File: src/rtl/sprite_arb_pkg.sv
// Shared types and defaults for the sprite frame-memory read arbiter.
// Pure declarations: no logic, no latency, no flow control.
package sprite_arb_pkg;

  typedef enum logic {ARB, LOCKED} state_t;

  localparam int DEF_N_REQ  = 4;
  localparam int DEF_ADDR_W = 19;
  localparam int DEF_DATA_W = 24;

  // Callers only pass one-hot or zero vectors, so OR-ing set positions yields the index.
  function automatic logic [7:0] onehot_to_idx(input logic [31:0] oh);
    logic [7:0] idx;
    idx = '0;
    for (int i = 0; i < 32; i++) begin
      if (oh[i]) idx = idx | 8'(i);
    end
    return idx;
  endfunction

endpackage

File: src/rtl/arb_rr_pick.sv
// Combinational one-hot picker: first eligible request searching upward from i_ptr+1 (mod N_REQ).
// Zero latency; no flow control, the result is valid in the same cycle as the inputs.
module arb_rr_pick
  import sprite_arb_pkg::*;
#(
  parameter int N_REQ = DEF_N_REQ,
  parameter int IDX_W = (N_REQ > 1) ? $clog2(N_REQ) : 1
) (
  input  logic [N_REQ-1:0] i_req,
  input  logic [N_REQ-1:0] i_mask,
  input  logic [IDX_W-1:0] i_ptr,
  output logic [N_REQ-1:0] o_gnt
);

  logic [N_REQ-1:0] w_elig;
  logic             w_found;

  assign w_elig = i_req & ~i_mask;

  always_comb begin
    o_gnt   = '0;
    w_found = 1'b0;
    for (int k = 1; k <= N_REQ; k++) begin
      if (!w_found && w_elig[(int'(i_ptr) + k) % N_REQ]) begin
        o_gnt[(int'(i_ptr) + k) % N_REQ] = 1'b1;
        w_found = 1'b1;
      end
    end
  end

endmodule

File: src/rtl/sprite_mem_arbiter.sv
// Shares one frame-memory read port among N_REQ renderers; grant is combinational, rvalid returns RD_LAT cycles later.
// No return-path backpressure; requesters hold req until granted. SPRITE_ARB_RR_EN selects round-robin over fixed priority.
module sprite_mem_arbiter
  import sprite_arb_pkg::*;
#(
  parameter int N_REQ     = DEF_N_REQ,
  parameter int ADDR_W    = DEF_ADDR_W,
  parameter int DATA_W    = DEF_DATA_W,
  parameter int MAX_BURST = 32,
  parameter int RD_LAT    = 2
) (
  input  logic                     Clk,
  input  logic                     Reset,
  input  logic [N_REQ-1:0]         i_req,
  input  logic [N_REQ-1:0]         i_lock,
  input  logic [N_REQ*ADDR_W-1:0]  i_addr,
  output logic [N_REQ-1:0]         o_gnt,
  output logic [N_REQ-1:0]         o_rvalid,
  output logic [DATA_W-1:0]        o_rdata,
  output logic                     o_mem_re,
  output logic [ADDR_W-1:0]        o_mem_addr,
  input  logic [DATA_W-1:0]        i_mem_rdata,
  output logic                     o_busy,
  output logic [$clog2(N_REQ)-1:0] o_owner
);

  localparam int IDX_W = (N_REQ > 1) ? $clog2(N_REQ) : 1;

  state_t           r_state;
  logic [7:0]       r_burst_cnt;
  logic [IDX_W-1:0] r_owner;
  logic             r_yield;
  logic [IDX_W-1:0] r_yield_idx;
  logic [N_REQ-1:0] r_tag [RD_LAT];

  logic [IDX_W-1:0] w_ptr;
  logic [IDX_W-1:0] w_idx;
  logic [N_REQ-1:0] w_pick;
  logic [N_REQ-1:0] w_gnt;
  logic [N_REQ-1:0] w_mask;
  logic [N_REQ-1:0] w_owner_oh;
  logic [N_REQ-1:0] w_yield_oh;

`ifdef SPRITE_ARB_RR_EN
  logic [IDX_W-1:0] r_ptr;
  assign w_ptr = r_ptr;
`else
  assign w_ptr = IDX_W'(N_REQ - 1);
`endif

  assign w_owner_oh = N_REQ'(1) << r_owner;
  assign w_yield_oh = N_REQ'(1) << r_yield_idx;
  // A burst-limited owner steps aside once, but only if someone else is waiting.
  assign w_mask = (r_yield && |(i_req & ~w_yield_oh)) ? w_yield_oh : '0;

  arb_rr_pick #(.N_REQ(N_REQ), .IDX_W(IDX_W)) u_pick (
    .i_req  (i_req),
    .i_mask (w_mask),
    .i_ptr  (w_ptr),
    .o_gnt  (w_pick)
  );

  always_comb begin
    w_gnt = '0;
    if (!Reset) w_gnt = (r_state == LOCKED) ? (w_owner_oh & i_req) : w_pick;
  end

  assign w_idx = IDX_W'(onehot_to_idx(32'(w_gnt)));

  always_comb begin
    o_mem_addr = '0;
    for (int i = 0; i < N_REQ; i++) begin
      if (w_gnt[i]) o_mem_addr = i_addr[i*ADDR_W +: ADDR_W];
    end
  end

  assign o_gnt    = w_gnt;
  assign o_mem_re = |w_gnt;
  assign o_rdata  = i_mem_rdata;
  assign o_rvalid = r_tag[RD_LAT-1];
  assign o_busy   = (r_state == LOCKED);
  assign o_owner  = r_owner;

  always_ff @(posedge Clk) begin
    if (Reset) begin
      r_state     <= ARB;
      r_burst_cnt <= '0;
      r_owner     <= '0;
      r_yield     <= 1'b0;
      r_yield_idx <= '0;
      for (int i = 0; i < RD_LAT; i++) r_tag[i] <= '0;
`ifdef SPRITE_ARB_RR_EN
      r_ptr       <= IDX_W'(N_REQ - 1);
`endif
    end else begin
      r_tag[0] <= w_gnt;
      for (int i = 1; i < RD_LAT; i++) r_tag[i] <= r_tag[i-1];
      r_yield <= 1'b0;
      case (r_state)
        ARB: begin
          if (o_mem_re) begin
`ifdef SPRITE_ARB_RR_EN
            r_ptr <= w_idx;
`endif
            if (i_lock[w_idx]) begin
              r_state     <= LOCKED;
              r_owner     <= w_idx;
              r_burst_cnt <= 8'd1;
            end
          end
        end
        LOCKED: begin
          // Reaching here with lock still high means the burst limit forced the exit.
          if (!i_lock[r_owner] || (o_mem_re && r_burst_cnt == 8'(MAX_BURST - 1))) begin
            r_state     <= ARB;
            r_owner     <= '0;
            r_burst_cnt <= '0;
            r_yield     <= i_lock[r_owner];
            r_yield_idx <= r_owner;
`ifdef SPRITE_ARB_RR_EN
            r_ptr       <= r_owner;
`endif
          end else if (o_mem_re) begin
            r_burst_cnt <= r_burst_cnt + 8'd1;
          end
        end
        default: r_state <= ARB;
      endcase
    end
  end

endmodule

File: config.mk
export PLATFORM = sky130hd
export DESIGN_NAME = sprite_mem_arbiter
export DESIGN_NICKNAME = d
export VERILOG_FILES = /design/src/rtl/sprite_arb_pkg.sv /design/src/rtl/arb_rr_pick.sv /design/src/rtl/sprite_mem_arbiter.sv
export SDC_FILE = /design/constraint.sdc
export NUM_CORES = 1
export LEC_CHECK = 0
export CAP_MARGIN = 20
export CORE_UTILIZATION = 30
export DETAILED_ROUTE_END_ITERATION = 10
export MAX_ROUTING_LAYER = met4
export PLACE_DENSITY_LB_ADDON = 0.25
export SETUP_SLACK_MARGIN = 0.5
export SYNTH_ARGS = -nofsm -noshare
export SYNTH_HDL_FRONTEND = slang
export SYNTH_SLANG_ARGS = --single-unit
File: constraint.sdc
create_clock -name Clk -period 2.7 [get_ports Clk]
set_input_delay 0.405 -clock Clk [delete_from_list [all_inputs] [get_ports Clk]]
set_output_delay 0.405 -clock Clk [all_outputs]
set_load 0.02 [all_outputs]
# Word-level counts from Yosys, hierarchy flattened

Memory sizes are Yosys's and may differ from the RTL's.
Cells that the tools add are included.

Order comparisons: 2
Bitwise logic cells: 9
Mux-type cells: 39
Reduce and logical (&&, ||, !) cells: 16
Add/sub/neg operators: 1
Multiply operators: 0
Shift-type cells: 2
Equality and inequality tests: 5
Divide/modulo/power cells: 0

Operator list:

| kind                                                                         | count |
|---|---|
| 19-bit 2-to-1 mux                                                            | 4 |
| 8-bit 2-to-1 mux                                                             | 4 |
| 4-bit 2-to-1 mux                                                             | 6 |
| 8-bit case mux with 2 select lines                                           | 1 |
| 1-bit 2-to-1 mux                                                             | 13 |
| 4-bit AND                                                                    | 3 |
| 2-bit 2-to-1 mux                                                             | 6 |
| 8-bit by 1-bit adder with 8-bit output, second input constant                | 1 |
| 8-bit by 5-bit equality test with 1-bit output, second input constant        | 1 |
| 4-bit NOT                                                                    | 2 |
| 4-bit OR reduction                                                           | 2 |
| 1-bit by 2-bit left shift with 4-bit output, first input constant            | 2 |
| 2-bit by 3-bit less-than comparator with 1-bit output, second input constant | 2 |
| 3-bit AND reduction                                                          | 2 |
| 1-bit logical AND                                                            | 5 |
| 1-bit binary-select mux with 2-bit select                                    | 2 |
| 1-bit zero test                                                              | 4 |
| 2-bit inequality test, second input constant                                 | 2 |
| 2-bit case mux with 2 select lines                                           | 1 |
| 3-bit 2-to-1 mux                                                             | 1 |
| 3-bit by 2-bit inequality test with 1-bit output, second input constant      | 1 |
| 3-bit OR reduction                                                           | 1 |
| 2-bit by 1-bit inequality test with 1-bit output, second input constant      | 1 |
| 1-bit NOT                                                                    | 2 |
| 4 further kinds                                                              | 5 |

Bits in read-only memories: 0
Memories: 1
Latch bits: 0
RAM bits: 8
Flip-flop bits (word level): 14
Input bits: 110

Memory list:

| name  | depth | bits a word | rd ports | clocked after memory_dff | write ports | RTL line                 | text |
|---|---|---|---|---|---|---|---|
| r_tag | 2     | 4           | 2        | 0                        | 2           | sprite_mem_arbiter.sv:34 | `logic [N_REQ-1:0] r_tag [RD_LAT];` |

# Logic depth before layout (Yosys ltp)

Gate-level depths: netlist of the first run.

Depth in word-level cells: 28
Depth in mapped cells: 10

# By module

Synthesis of the first run repeated with hierarchy kept, for this count alone.

Cells, all modules: 332
Area total of the unflattened synthesis: 2422.3 µm²

By module, submodules not included:

| module             | cells an instance | instances | area an instance (µm²) | seq. area each (µm²) |
|---|---|---|---|---|
| sprite_mem_arbiter | 277               | 1         | 2014.4                 | 440.4 |
| arb_rr_pick        | 55                | 1         | 407.9                  | 0.0 |

# Worst setup path before layout of the first run

Ideal clock, no wire load.

Kind: input port to output port
Start: input port i_req[1]
End: output port o_mem_addr[10]
Stages on the path: 7
Data required time: 2295 ps
Slack: 249 ps
Arrival time: 2046 ps
Cells stage by stage: or4_1 nand2_1 a41oi_1 inv_2 buf_1 nand2_1 nand2_1

Longest elaborated chain between the ends: 19

RTL lines:

| what                             | RTL line                 | text |
|---|---|---|
| from (decl)                      | sprite_mem_arbiter.sv:14 | `input logic [N_REQ-1:0] i_req,` |
| 4-bit AND                        | sprite_mem_arbiter.sv:54 | `assign w_mask = (r_yield && \|(i_req & ~w_yield_oh)) ? w_yield_oh : '0;` |
| 4-bit OR reduction               | sprite_mem_arbiter.sv:54 |  |
| 1-bit logical AND                | sprite_mem_arbiter.sv:54 |  |
| 4-bit 2-to-1 mux                 | sprite_mem_arbiter.sv:54 |  |
| 4-bit NOT                        | arb_rr_pick.sv:18        | `assign w_elig = i_req & ~i_mask;` |
| 4-bit AND *                      | arb_rr_pick.sv:18        |  |
| 1-bit 2-to-1 mux                 | arb_rr_pick.sv:24        | `if (!w_found && w_elig[(int'(i_ptr) + k) % N_REQ]) begin` |
| 1-bit zero test                  | arb_rr_pick.sv:24        |  |
| [3 not listed]                   | n/a                      |  |
| 1-bit logical AND                | arb_rr_pick.sv:24        |  |
| 1-bit 2-to-1 mux                 | arb_rr_pick.sv:24        |  |
| 1-bit zero test                  | arb_rr_pick.sv:24        |  |
| 1-bit logical AND *              | arb_rr_pick.sv:24        |  |
| 4-bit 2-to-1 mux *               | arb_rr_pick.sv:24        |  |
| 4-bit 2-to-1 mux * (2 in series) | sprite_mem_arbiter.sv:65 | `if (!Reset) w_gnt = (r_state == LOCKED) ? (w_owner_oh & i_req) : w_pick;` |
| via o_gnt[3]                     | sprite_mem_arbiter.sv:17 | `output logic [N_REQ-1:0] o_gnt,` |
| 19-bit 2-to-1 mux *              | sprite_mem_arbiter.sv:73 | `if (w_gnt[i]) o_mem_addr = i_addr[i*ADDR_W +: ADDR_W];` |
| to (decl)                        | sprite_mem_arbiter.sv:21 | `output logic [ADDR_W-1:0] o_mem_addr,` |

The timed path passes the listed nets; every way through them passes the cells marked *.

# Final worst setup path of the first run

Start: register r_yield_idx[1]
End: output port o_mem_addr[0]

Longest elaborated chain between the ends: 21

RTL lines:

| what                                          | RTL line                  | text |
|---|---|---|
| from (decl)                                   | sprite_mem_arbiter.sv:33  | `logic [IDX_W-1:0] r_yield_idx;` |
| from (signal assigned)                        | sprite_mem_arbiter.sv:119 | `r_yield_idx <= r_owner;` |
| 1-bit by 2-bit left shift with 4-bit output * | sprite_mem_arbiter.sv:52  | `assign w_yield_oh = N_REQ'(1) << r_yield_idx;` |
| 4-bit NOT                                     | sprite_mem_arbiter.sv:54  |  |
| 4-bit AND                                     | sprite_mem_arbiter.sv:54  |  |
| 4-bit OR reduction                            | sprite_mem_arbiter.sv:54  |  |
| 1-bit logical AND                             | sprite_mem_arbiter.sv:54  |  |
| 4-bit 2-to-1 mux *                            | sprite_mem_arbiter.sv:54  |  |
| 4-bit NOT *                                   | arb_rr_pick.sv:18         |  |
| 4-bit AND *                                   | arb_rr_pick.sv:18         |  |
| [4 not listed]                                | n/a                       |  |
| 1-bit zero test                               | arb_rr_pick.sv:24         |  |
| 1-bit logical AND                             | arb_rr_pick.sv:24         |  |
| 1-bit 2-to-1 mux                              | arb_rr_pick.sv:24         |  |
| 1-bit zero test                               | arb_rr_pick.sv:24         |  |
| 1-bit logical AND                             | arb_rr_pick.sv:24         |  |
| 4-bit 2-to-1 mux *                            | arb_rr_pick.sv:24         |  |
| 4-bit 2-to-1 mux * (2 in series)              | sprite_mem_arbiter.sv:65  |  |
| 19-bit 2-to-1 mux *                           | sprite_mem_arbiter.sv:73  |  |

Every way passes the cells marked *; elsewhere a longest branch is shown, timed or not.

==> flow_results.org, run 1 <==
** Routing
- Met2 layer wire length in the routed design :: 3.41 mm
- The routed layout has 2,295 vias.
- In this run, the number of DRC markers left after iteration 0 of detailed routing was 196.
- Total Routed Length :: 6.96 mm
- In the detailed route, the total length drawn on met3 is 655 um.
- Met1 Wirelength :: 2.76 mm
- Top layer used by detailed routing :: met4
- In the routed layout, each cell is associated on average with a via count of 5.37.
- In the final routed layout, each cell accounts on average for 16.3 um.
- The detail route stage leaves a number of antenna-violating nets equal to 0.
- After detailed routing, the number of remaining DRC violations is 0.
- The first detailed-routing pass ran for 5 iterations.

** Power and ir drop
- VDD sags by at most 0.316 mV.
- Tot Pwr :: 1.42 mW
- Pwr dens :: 417 mW/mm^2
- Leak :: 1.47 nW

** Clock tree
- Clock buffer depth :: 2
- CTS placed an instance of sky130_fd_sc_hd__clkbuf_8 at the clock tree root.
- Clock-pin slew was measured on the worst setup and hold paths at 0.08 ns.
- Worst skew pair latency :: 0.26 ns
- TritonCTS clock tree :: yes
- Number of clock buffers inserted by TritonCTS :: 3
- Sink count of the clock tree :: 22
- In this run the number of H-tree levels came out at 1.

** Cells and area
- Share of cells above drive strength 1 :: 30.1%
- Summed area of non-filler cells in the final layout :: 0.00341 mm^2
- Antenna cells :: 0
- # nets final :: 467
- Layout-stage area growth over the synthesis result :: 91.4%
- The count of cells in the finished layout, fillers not included, comes to 427.

** Logic synthesis
- After synthesis the cells add up to 0.00178 mm^2.
- The number of nets handed over by synthesis was 345.
- Most area-hungry cell type in the Yosys netlist :: sky130_fd_sc_hd__dfxtp_1
- Yosys top cell area share :: 24.7%
- Summing the sequential cell areas from Yosys gives 24.7% of the chip area.
- Counting flops and latches in the post-synthesis netlist gives 22.
- Synthesis warning total :: 0
- Post-synthesis area per instance :: 7.62 um^2
- Top area cells in the synthesized netlist :: sky130_fd_sc_hd__dfxtp_1, sky130_fd_sc_hd__buf_4, sky130_fd_sc_hd__a222oi_1, sky130_fd_sc_hd__nand2_1, sky130_fd_sc_hd__mux2i_1
- Counting flops with an async set or reset pin after synthesis yields a share of 0%.
- Yosys mapped a number of flops with a built-in enable equal to 0.
- The cell count after synthesis came out at 234.
- In the synthesized netlist the dominant register cell turns out to be sky130_fd_sc_hd__dfxtp_1.
- Post-synthesis cell type count :: 53

** Global routing
- For this run the aggregate overflow at the end of global routing stands at 0.
- Wire length of the first global-routing pass :: 10.7 mm
- The number of global-route vias before repair was 2,262.
- Entering global routing, the biggest net connects 20 pins.
- The initial antenna violation count is 0.
- Gr usage total :: 22.1%

** Die
- The floorplan step set the die height to 79.1 um.
- Row cnt :: 27
- After floorplanning, the core was sized to cover 0.00561 mm^2.
- Die extent in x :: 79.1 um
- 165 I/O pins were placed.
- The floorplan step defined a die boundary enclosing 0.00626 mm^2.
- The initial utilization of the core area, before any placement, comes to 31.8%.

** STA
- Setup repair after global routing could not meet its margin everywhere.
- For this run, the top clock speed supported by timing is 0.382 GHz.
- Fin. Hold Viols :: 0
- At the pin with the least slew margin, the transition time is 0.406 ns.
- Tightest slew margin relative to the limit :: 73.0%
- Setup violations remaining at the end of the flow were counted as 0.
- Summed over all failing endpoints, the final setup total negative slack is 0 ns.
- Layout Skew :: 0.00172 ns
- The number of slew-limit violations in the final report is 0.
- Post-layout min period :: 2.62 ns
- Period utilization :: 96.9%

** Run status
- The flow ran to the end, and the final reports show no timing, DRC or antenna violations.

** Place
- Number of buffers added on ports :: 116
- Global placement routability congestion :: 0.867
- Detailed-placement wirelength estimate :: 5.26 mm
- After detailed placement, the design holds a cell count of 415.
- Area after DPL :: 0.00312 mm^2

** Job
- Max_cap viols :: 0

** Critical path
- Of all nets on the critical path, the largest fanout is 10.
- CP Capture Type :: output pin
- Data arrives at the worst endpoint at 2.21 ns.
- STA classifies the critical path startpoint as a flop.
- For the worst setup path, the data required time is 2.30 ns.
- Setup CP Type :: flop to output pin

** Worst hold path
- Type of the worst min-delay path :: flop to flop
==> final cells by class <==
class                   instances  area, um^2
clock buffers                   3        41.3
clock inverters                 1        30.0
fillers                       502        2190
inverters                       8        35.0
multi-input cells             163        1190
flip-flops and latches         22         448
well taps                      72        90.1
repair buffers                158        1580
==> path summary, 6_finish.rpt <==
kind              depth (start not counted)  slack (ns)                         from                          end
setup / recovery                          7        0.08  r_yield_idx[1]$_SDFFE_PP0P_                o_mem_addr[0]
hold / removal                            1        0.44       r_tag[0][1]$_SDFF_PP0_       r_tag[0][5]$_SDFF_PP0_
setup reg to reg                          9        0.13  r_yield_idx[1]$_SDFFE_PP0P_  r_burst_cnt[2]$_SDFFE_PP0P_
hold reg to reg                           1        0.44       r_tag[0][1]$_SDFF_PP0_       r_tag[0][5]$_SDFF_PP0_
==> cells in the mapped netlist, drive strengths merged, types with 3 or more instances <==
library cell	n
nand2	49
buf	32
dfxtp	22
a222oi	19
nor2	11
clkbuf	9
inv	7
nor2b	7
a31oi	5
mux2i	5
nand3	5
nor3	5
o21ai	5
a21oi	4
or2	3
or3	3
or4	3
==> cells in the final DEF, fill, tap and decap left out, types with 3 or more instances in the layout <==
cell type,Yosys,final
sky130_fd_sc_hd__nand2_1,49,48
sky130_fd_sc_hd__or3_4,0,3
sky130_fd_sc_hd__nor3_1,5,3
sky130_fd_sc_hd__a222oi_1,19,19
sky130_fd_sc_hd__nor2_1,11,9
sky130_fd_sc_hd__o21ai_0,5,4
sky130_fd_sc_hd__dfxtp_2,0,3
sky130_fd_sc_hd__clkbuf_8,0,3
sky130_fd_sc_hd__buf_6,0,19
sky130_fd_sc_hd__dfxtp_1,22,18
sky130_fd_sc_hd__nor2b_1,7,6
sky130_fd_sc_hd__nand3_1,5,3
sky130_fd_sc_hd__clkdlybuf4s50_1,0,87
sky130_fd_sc_hd__buf_4,28,38
sky130_fd_sc_hd__mux2i_1,5,5
sky130_fd_sc_hd__inv_1,6,6
sky130_fd_sc_hd__a21oi_1,4,4
sky130_fd_sc_hd__a31oi_1,5,4
sky130_fd_sc_hd__buf_12,0,6
sky130_fd_sc_hd__clkbuf_2,0,4
==> through the flow <==
step	util (%)	hold WS, ns	setup WS [ns]
final	60.9	0.444	0.0847
after global routing	60.9	0.461	-0.0161
after global placement	55.6	0.418	-0.520
after CTS	57.8	0.452	0.132
after floorplan	-	0.414	0.402
after detailed placement	55.6	0.433	-0.503
==> worst max-delay path: stages, from the launching register on <==
cell	delay, ns
sky130_fd_sc_hd__dfxtp_2	0.34
sky130_fd_sc_hd__nand2b_4	0.16
sky130_fd_sc_hd__o21ba_4	0.23
sky130_fd_sc_hd__o311a_4	0.36
sky130_fd_sc_hd__buf_12	0.15
sky130_fd_sc_hd__a222oi_1	0.43
sky130_fd_sc_hd__nand2_1	0.11
sky130_fd_sc_hd__buf_4	0.18
==> power breakdown <==
part           total, mW  internal, mW  switching [mW]
Sequential         0.365         0.347          0.0178
Clock              0.305         0.198           0.107
Combinational      0.754         0.412           0.342
Total               1.42         0.957           0.467
==> sequential cells by signal, summed over array words and instances, names as in the netlist <==
signal / flops
r_burst_cnt: 8
r_tag: 8
o_owner: 2
r_yield_idx: 2
o_busy: 1
r_yield: 1
==> metal layers <==
layer  vias up  track usage (%)
met3        14             5.75
met2       139             37.1
met4         0             6.91
li1       1096                -
met5         -                -
met1      1046             25.8
==> cell families (layout without fill, tap and decap cells) <==
| group | Yosys count | in the layout | share of synthesized area [%] |
|---|---|---|---|
| AO/OA/AOI/OAI | 62 | 62 | 29.9 |
| adder cells (fa/ha/maj) | 1 | 1 | 0.702 |
| buffers and inverters | 49 | 170 | 16.4 |
| flip-flops | 22 | 22 | 24.7 |
| multiplexers | 5 | 5 | 2.81 |
| AND/OR/NAND/NOR | 95 | 95 | 25.5 |
==> timing repair <==
| action | in CTS | in global routing |
|---|---|---|
| pin swaps | 24 | 16 |
| cloned | 1 | 1 |
| gates resized for setup | 133 | 45 |
| hold endpoints to repair | 0 | 0 |
| setup endpoints to repair | 38 | 38 |
| buffers inserted | 3 | 3 |
| hold buffers | 0 | 0 |
Note: power is estimated with default switching activity, not from simulation.
==> run 2, diff against run 1 <==
--- a/config.mk
+++ b/config.mk
@@ -8,7 +8,6 @@
 export CAP_MARGIN = 20
 export CORE_UTILIZATION = 30
 export DETAILED_ROUTE_END_ITERATION = 10
-export MAX_ROUTING_LAYER = met4
 export PLACE_DENSITY_LB_ADDON = 0.25
 export SETUP_SLACK_MARGIN = 0.5
 export SYNTH_ARGS = -nofsm -noshare
==> run 2 against run 1 <==
Net effect:
- sequential cell count did not move
- fmax rose by 0.63%
- power barely moved
- sequential share of layout area did not move
- critical path depth rose by 1
- wire length fell by 0.22%
- global-route usage fell by 0.57 points
- register-to-register slack barely moved
- clock-buffer cell count did not move
- combinational power barely moved
==> flow_results.org, run 2 (synthesis gave the netlist of run 1 again) <==
** Run status
- Status :: finished clean

** Cells and area
- Most used cells in the layout excluding fill and tap cells :: sky130_fd_sc_hd__clkdlybuf4s50_1, sky130_fd_sc_hd__nand2_1, sky130_fd_sc_hd__buf_4
- Of the cells placed in the final design, the portion with a size suffix greater than 1 is 30.1%.
- Measured on the finished design, the core utilization comes to 60.9%.
- Most frequent standard cell in the layout excluding fill and tap cells :: sky130_fd_sc_hd__clkdlybuf4s50_1
- The finished layout holds 427 standard cells, fillers aside.
- From synthesis to final layout, the design area changed by 91.4%.
- Summed area of non-filler cells in the final layout :: 0.00341 mm^2
- In the final layout, the registers with the most flip-flops are r_burst_cnt (8), r_tag (8).
- For this run, the post-layout net count is 467.
- The repair_antennas step left the layout with diodes totalling 0.

** Place
- Number of buffers added on ports :: 116
- Detailed-placement wirelength estimate :: 5.26 mm
- Once placement completed, the tool counted placed cells totaling 415.
- After detailed placement, the total cell area comes to 0.00312 mm^2.
- At the end of routability-driven placement, the weighted congestion stood at 0.853.

** STA
- Highest Clock Rate :: 0.385 GHz
- The total count of hold-check failures in the final report is 0.
- Slew at the pin closest to its max-slew limit :: 0.384 ns
- The worst path needs 2.60 ns of the cycle, external delays included.
- Layout Skew :: 0.00381 ns
- Setup repair after global routing could not meet its margin everywhere.
- Final setup violation count :: 0
- Total Neg Setup Slack :: 0 ns
- Tightest slew margin relative to the limit :: 74.4%
- Period utilization :: 96.3%
- The number of slew-limit violations in the final report is 0.

** Critical path
- Stage delay of the slowest cell on the critical path :: 0.35 ns
- CP Capture Type :: output pin
- Setup CP Type :: flop to output pin
- Worst-case reg-to-reg path depth :: 9
- Critical path arrival :: 2.19 ns
- In this design, the largest share of critical-path delay is due to compound AO/OA/AOI/OAI gates.
- Traced cell by cell, the critical path runs through nand2b_4, o21ba_4, o311a_4, buf_4, buf_6, a222oi_1, nand2_1, buf_6.
- Critical Path Source Type :: flop
- Most frequent cell on the critical path :: sky130_fd_sc_hd__buf_6
- Worst Path Max Fanout :: 6
- Levels on crit path :: 8
- Data on the critical path is required at its endpoint by 2.30 ns.
- Counting both buffers and inverters, the worst setup path holds a total of 3.
- Library cell contributing the largest single delay on the critical path :: sky130_fd_sc_hd__o311a_4

** Clock tree
- Clock buffer depth :: 2
- Counting the buffers created by CTS gives 3.
- Sink count of the clock tree :: 22
- TritonCTS clock tree :: yes
- Clock latency on the worst-skew pair, taken at its later pin, is 0.26 ns.
- The tree is rooted in a sky130_fd_sc_hd__clkbuf_8.
- In this run the number of H-tree levels came out at 1.
- Clock-pin slew was measured on the worst setup and hold paths at 0.08 ns.

** Routing
- The first routing iteration left 214 violations.
- Once detail routing completed, the nets flagged for antenna violations numbered 0.
- Total Routed Length :: 6.95 mm
- Detailed-route vias per instance :: 5.42
- Remaining design rule violation count :: 0
- Wire length per cell after detailed routing :: 16.3 um
- Number of optimization iterations in the first detailed-route pass :: 5
- Via count of the routed design :: 2,313

** Global routing
- Number of antenna violations at the first check in global routing :: 0
- Entering global routing, the biggest net connects 20 pins.
- For this run, the total global-route usage over all layers was measured as 21.6%.
- Vias in the first global route :: 2,253
- Residual overflow from global routing :: 0
- Wire length of the first global-routing pass :: 10.7 mm

** Die
- Row cnt :: 27
- CORE AREA :: 0.00561 mm^2
- Die outline area :: 0.00626 mm^2
- Pin placement for this block handled 165 I/O pins.
- Once the floorplan was initialized, standard cells occupied 31.8% of the core.
- Die extent in x :: 79.1 um
- Die Span Y :: 79.1 um

** Worst hold path
- The path class of the tightest hold or removal check is flop to flop.
- Number of cells on the worst hold path :: 1

** Power and ir drop
- After layout, the design draws a total of 1.42 mW.
- Peak supply drop :: 0.319 mV
- Pwr dens :: 417 mW/mm^2
- In this run the static leakage power is 1.47 nW.

** Job
- Max_cap viols :: 0
-- run 2: power by group --
part,internal [mW],switching [mW]
sequential,0.347,0.0178
clock,0.198,0.109
combinational,0.412,0.340
-- run 2: what timing repair did --
item / in CTS / in global routing
hold endpoints to repair: 0 / 0
resized for setup: 133 / 45
pin swaps: 24 / 16
endpoints found under the setup margin: 38 / 38
gates cloned: 1 / 1
hold buffers: 0 / 0
buffers inserted: 3 / 3
-- run 2: layout make-up --
cell class              count  area (um^2)
flip-flops and latches     22          448
multi-input cells         163         1190
repair buffers            158         1580
well taps                  72         90.1
inverters                   8         35.0
fillers                   502         2190
clock inverters             1         30.0
clock buffers               3         41.3
-- run 2: worst register-to-register path, stage by stage (launching register included) --
cell and delay, ns:
sky130_fd_sc_hd__dfxtp_2 0.34, sky130_fd_sc_hd__nand2b_4 0.16, sky130_fd_sc_hd__o21ba_4 0.23, sky130_fd_sc_hd__o311a_4 0.35, sky130_fd_sc_hd__buf_4 0.15, sky130_fd_sc_hd__buf_6 0.12, sky130_fd_sc_hd__a22o_4 0.26, sky130_fd_sc_hd__or3_4 0.36
sky130_fd_sc_hd__a221oi_4 0.35, sky130_fd_sc_hd__a221o_1 0.20
-- run 2: per-stage QoR --
step	setup slack (ns)	hold WS, ns
final	0.101	0.444
after global routing	-0.0161	0.461
after CTS	0.132	0.452
after detailed placement	-0.503	0.433
after global placement	-0.520	0.418
after floorplan	0.402	0.414
-- run 2: final timing paths --
kind	start	endpoint	slack (ns)
min reg2reg	r_tag[0][1]$_SDFF_PP0_	r_tag[0][5]$_SDFF_PP0_	0.44
min	r_tag[0][1]$_SDFF_PP0_	r_tag[0][5]$_SDFF_PP0_	0.44
max reg2reg	r_yield_idx[1]$_SDFFE_PP0P_	r_burst_cnt[2]$_SDFFE_PP0P_	0.13
max	r_yield_idx[1]$_SDFFE_PP0P_	o_mem_addr[7]	0.10
-- run 2: metal layers --
metal	GRT usage, %	vias to the layer above	share of wire, %
met2	37.2	147	49
met3	7.13	16	11
met5	0	-	0
li1	-	1098	-
met4	6.91	0	2.0
met1	25.0	1052	39
